==> config.mk <==
export PLATFORM = sky130hd
export DESIGN_NAME = pipe_stage_elastic
export DESIGN_NICKNAME = d
export VERILOG_FILES = /design/src/rtl/pipe_stage_elastic.sv
export SDC_FILE = /design/constraint.sdc
export NUM_CORES = 1
export LEC_CHECK = 0
export CELL_PAD_IN_SITES_DETAIL_PLACEMENT = 1
export CELL_PAD_IN_SITES_GLOBAL_PLACEMENT = 1
export CORE_MARGIN = 2
export CORE_UTILIZATION = 46
export CTS_BUF_LIST = sky130_fd_sc_hd__clkbuf_2 sky130_fd_sc_hd__clkbuf_4 sky130_fd_sc_hd__clkbuf_8
export DETAILED_ROUTE_END_ITERATION = 6
export PLACE_DENSITY = 0.95
export SKIP_LAST_GASP = 1
export SLEW_MARGIN = 10
export SYNTH_ARGS = -nofsm -noshare
export SYNTH_HDL_FRONTEND = slang
export SYNTH_SLANG_ARGS = --single-unit
==> constraint.sdc <==
create_clock -name clk -period 4 [get_ports clk]
set_clock_uncertainty 0.15 [all_clocks]
set_input_delay 0.4 -clock clk [delete_from_list [all_inputs] [get_ports clk]]
set_output_delay 0.4 -clock clk [all_outputs]
set_load 0.02 [all_outputs]
==> src/rtl/pipe_stage_elastic.sv <==
// pipe_stage_elastic: elastic inter-stage pipeline register with a
// valid/ready handshake, a 2-entry skid buffer, synchronous flush and
// forced-NOP control on bubbles.
// Optional build macro PIPE_STAGE_STATS_EN adds the stall_cnt and
// bubble_cnt occupancy counters.
module pipe_stage_elastic #(
  parameter int unsigned    DP_W   = 133,
  parameter int unsigned    CR_W   = 5,
  parameter logic [CR_W-1:0] CR_NOP = '0
) (
  input  logic            clk,
  input  logic            rst,
  input  logic            flush,
  input  logic            in_valid,
  output logic            in_ready,
  input  logic [DP_W-1:0] in_dp,
  input  logic [CR_W-1:0] in_cr,
  output logic            out_valid,
  input  logic            out_ready,
  output logic [DP_W-1:0] out_dp,
  output logic [CR_W-1:0] out_cr
`ifdef PIPE_STAGE_STATS_EN
  ,
  output logic [31:0]     stall_cnt,
  output logic [31:0]     bubble_cnt
`endif
);

  typedef enum logic [1:0] {
    EMPTY = 2'd0,
    ONE   = 2'd1,
    TWO   = 2'd2
  } state_t;

  state_t state, state_nxt;

  logic [DP_W-1:0] main_dp, skid_dp;
  logic [CR_W-1:0] main_cr, skid_cr;
  logic            main_v;
  logic            in_fire, out_fire;
  logic            ld_main_in, ld_main_skid, ld_skid;

  // Valid bits are decoded from the registered state, so in_ready has
  // no combinational dependence on out_ready.
  assign main_v    = (state != EMPTY);
  assign in_ready  = (state != TWO);
  assign out_valid = main_v;
  assign out_dp    = main_dp;
  assign out_cr    = main_v ? main_cr : CR_NOP;

  assign in_fire   = in_valid & in_ready;
  assign out_fire  = main_v & out_ready;

  // State register; reset drops every in-flight entry at once.
  always_ff @(posedge clk or negedge rst) begin
    if (!rst) state <= EMPTY;
    else      state <= state_nxt;
  end

  // Next-state and entry-load decisions; flush overrides any accept.
  always_comb begin
    state_nxt    = state;
    ld_main_in   = 1'b0;
    ld_main_skid = 1'b0;
    ld_skid      = 1'b0;
    if (flush) begin
      state_nxt = EMPTY;
    end else begin
      case (state)
        EMPTY: begin
          if (in_fire) begin
            state_nxt  = ONE;
            ld_main_in = 1'b1;
          end
        end
        ONE: begin
          if (in_fire && out_fire) begin
            ld_main_in = 1'b1;
          end else if (in_fire) begin
            state_nxt = TWO;
            ld_skid   = 1'b1;
          end else if (out_fire) begin
            state_nxt = EMPTY;
          end
        end
        TWO: begin
          if (out_fire) begin
            state_nxt    = ONE;
            ld_main_skid = 1'b1;
          end
        end
        default: state_nxt = EMPTY;
      endcase
    end
  end

  // Main entry payload; holds its last value while invalid.
  always_ff @(posedge clk or negedge rst) begin
    if (!rst) begin
      main_dp <= '0;
      main_cr <= CR_NOP;
    end else if (ld_main_in) begin
      main_dp <= in_dp;
      main_cr <= in_cr;
    end else if (ld_main_skid) begin
      main_dp <= skid_dp;
      main_cr <= skid_cr;
    end
  end

  // Skid entry payload, captured only when main is blocked.
  always_ff @(posedge clk or negedge rst) begin
    if (!rst) begin
      skid_dp <= '0;
      skid_cr <= CR_NOP;
    end else if (ld_skid) begin
      skid_dp <= in_dp;
      skid_cr <= in_cr;
    end
  end

`ifdef PIPE_STAGE_STATS_EN
  // Saturating stall/bubble counters; flush does not touch them.
  always_ff @(posedge clk or negedge rst) begin
    if (!rst) begin
      stall_cnt  <= '0;
      bubble_cnt <= '0;
    end else begin
      if (main_v && !out_ready && (stall_cnt != '1))
        stall_cnt <= stall_cnt + 32'd1;
      if (!main_v && (bubble_cnt != '1))
        bubble_cnt <= bubble_cnt + 32'd1;
    end
  end
`endif

endmodule

==> impl_metrics.py <==
metrics = {
    "power": {
        "seq_power_share_pct": 40.4,
        "peakVddDrop_mv": 0.402,
        "switching_share_pct": 30.5,
        "p_per_area_nw_per_um2": 656,
        "fin_total_pwr_mw": 10.7,
        "internal-power_mw": 7.40,
        "clockPowerShare_pct": 25.7,
        "p_comb_share_pct": 33.9,
        "p_sw_mw": 3.25,
        "p_leak_nw": 7.08,
    },
    "yosys": {
        "synth_common_cells": "mux2_2 (412), dfrtp_1 (278), buf_2 (40), clkbuf_1 (5), nor2b_1 (5)",
        "yosys.cell_types.count": 18,
        "syn_nets": 905,
        "ys.flop_type": "dfrtp_1",
        "synth_edf_count": 0,
        "async_reset_ff_share_pct": 100,
        "yosysWarnings": 0,
        "synthCells": 762,
        "yosys.area.top_type": "dfrtp_1",
        "yosysMostFrequentCell": "mux2_2",
        "synth_top_area_share_pct": 58.1,
        "ys_top_cells_by_area": "dfrtp_1 (58%), mux2_2 (39%), buf_2 (1.7%)",
        "ys_ff_latch": 278,
        "postSynthAreaPerCell_um2": 15.7,
        "netlist_area_um2": 12000,
        "synth-seq-area-share_pct": 58.1,
    },
    "drt": {
        "wl_per_cell_um": 22.0,
        "antenna_left": 0,
        "vias": 7497,
        "drt_first_pass_iters": 3,
        "first_iter_violations": 207,
        "routed_via_density": 5.23,
        "drc": 0,
        "finalWirelength_mm": 31.6,
    },
    "timing": {
        "fin_crit_sh_pct": 66.4,
        "setup_violations": 0,
        "finalCriticalPeriod_ps": 2660,
        "relSlewSlack_pct": 53.5,
        "rsz0062_at_grt": "false",
        "clock.fmax_mhz": 376,
        "setup_ws_ps": 1340,
        "worst_pin_slew_ps": 697,
        "tns_ps": 0,
        "hold_viol": 0,
        "final_max_slew_viol_count": 0,
    },
    "clock_tree": {
        "postCtsSetupRepairBufs": 0,
        "cts_tree": "built",
        "post_cts_resized": 0,
        "clkTransAtPathRegs_ps": 60,
        "hold_buffers": 1,
        "cts-buffers-inserted": 47,
        "h-tree-depth": 2,
        "cts_max_path_buffers": 3,
        "clock_sinks": 278,
        "cts-root-buf": "clkbuf_8",
        "clk_latency_ps": 540,
    },
    "setup_path": {
        "path_max_fanout": 6,
        "critPathKind": "register to output port",
        "critPathRequiredTime_ps": 3450,
        "critPathCaptureType": "output port",
        "critPathLaunchType": "register",
        "cp.arrival_ps": 2110,
    },
    "grt": {
        "grt_first_pass_wirelength_mm": 48.5,
        "grt_usage_pct": 22.9,
        "grt_pass1_vias": 8693,
        "grt_max_degree": 100,
        "overflow": 0,
        "grt_antenna_before_repair": 3,
    },
    "job": {
        "maxCapViolCount": 0,
    },
    "floorplanning": {
        "die_h_um": 165,
        "ios": 283,
        "dieArea_um2": 27300,
        "die_x_um": 165,
        "initial_core_util_pct": 46.4,
        "rows": 59,
        "core-area_um2": 25800,
    },
    "layout": {
        "nets": 1201,
        "syn_to_final_growth_pct": 35.6,
        "layout.area.seq_um2": 6960,
        "multi_input_area_um2": 4820,
        "drive_gt1_share_pct": 46.8,
        "n_fill_cell": 2393,
    },
    "placed_design": {
        "gp_congestion": 0.767,
        "pre_cts_ws_ps": 1080,
        "dp_hpwl_mm": 20.3,
        "io_buffer_count": 282,
    },
    "min_path": {
        "hold_class": "input port to asynchronous set/reset pin",
    },
    "run_status": {
        "status": "completed",
    },
}
## per-stage QoR
step           cell area [um^2]  instances  hold WS, ps  util, %
6_report                  16200       1433          275     62.9
5_1_grt                   16200       1432          321     62.9
4_1_cts                   16200       1430          284     62.8
3_5_place_dp              15200       1343          308     58.8
3_3_place_gp              15200       1343          303     58.8
2_1_floorplan             12000        762        -45.6        -
## power groups by stage
stage | registers (mW) | clock network (mW) | logic [mW]
after floorplan | 4.84 | 0 | 1.30
after global placement | 4.22 | 0 | 3.47
after detailed placement | 4.32 | 0 | 3.62
after CTS | 4.31 | 2.81 | 3.66
after global routing | 4.42 | 2.93 | 3.83
final | 4.31 | 2.74 | 3.61
## per-layer routing
layer	part of all wire [%]	vias to the layer above	global-route usage, %	wire length (um)
met5	0	-	0	0
met4	2.6	0	7.45	813
met3	6.0	61	5.97	1900
met2	53	224	41.7	16600
met1	39	3890	26.3	12200
li1	-	3322	-	-
## placed cells by master, fill, tap and decap left out, types with 2 or more instances in the layout
master / instances
inv_1: 2
clkinv_2: 3
buf_12: 7
clkbuf_8: 64
diode_2: 3
mux2i_1: 2
nor2b_1: 5
dfrtp_1: 278
clkbuf_4: 19
buf_4: 2
nor2_1: 4
mux2_2: 412
a21oi_1: 2
clkdlybuf4s50_1: 281
nand2b_1: 2
## cell type report
| type | count | area share (%) |
|---|---|---|
| timing repair buffer | 292 | 18.4 |
| tap | 335 | 2.58 |
| multi-input combinational | 437 | 29.7 |
| inverter | 2 | 0.0462 |
| antenna | 3 | 0.0462 |
| clock inverter | 3 | 0.0924 |
| clock buffer | 83 | 6.30 |
| sequential | 278 | 42.8 |
## logic make-up after synthesis
logic type,Yosys count,share of synthesized area (%)
AO/OA/AOI/OAI,5,0.251
buffers and inverters,47,1.89
flip-flops,278,58.1
multiplexers,414,38.9
AND/OR/NAND/NOR,18,0.867
## worst max-delay path: stages (launching register included)
cell and delay [ps]:
dfrtp_1 450, nor2_1 390, inv_1 150, clkdlybuf4s50_1 570
## path summary, 6_finish.rpt
| path | from | endpoint | slack [ps] | cells after the start |
|---|---|---|---|---|
| worst max-delay path | state[1] | out_valid | 1340 | 3 |
| worst min-delay path | rst | skid_dp[115] | 270 | 2 |
| worst max register to register | state[1] | out_dp[24] | 1510 | 5 |
| worst min register to register | skid_cr[1] | skid_cr[1] | 350 | 1 |
| max in group asynchronous | rst | skid_dp[10] | 2440 | 3 |
| min in group clk | in_dp[105] | out_dp[105] | 320 | 3 |
## flip-flops by register name (all words and copies together) (netlist names)
name	flops
main_cr	5
out_dp	133
skid_cr	5
skid_dp	133
state	2
Note: power is estimated with default switching activity, not from simulation.
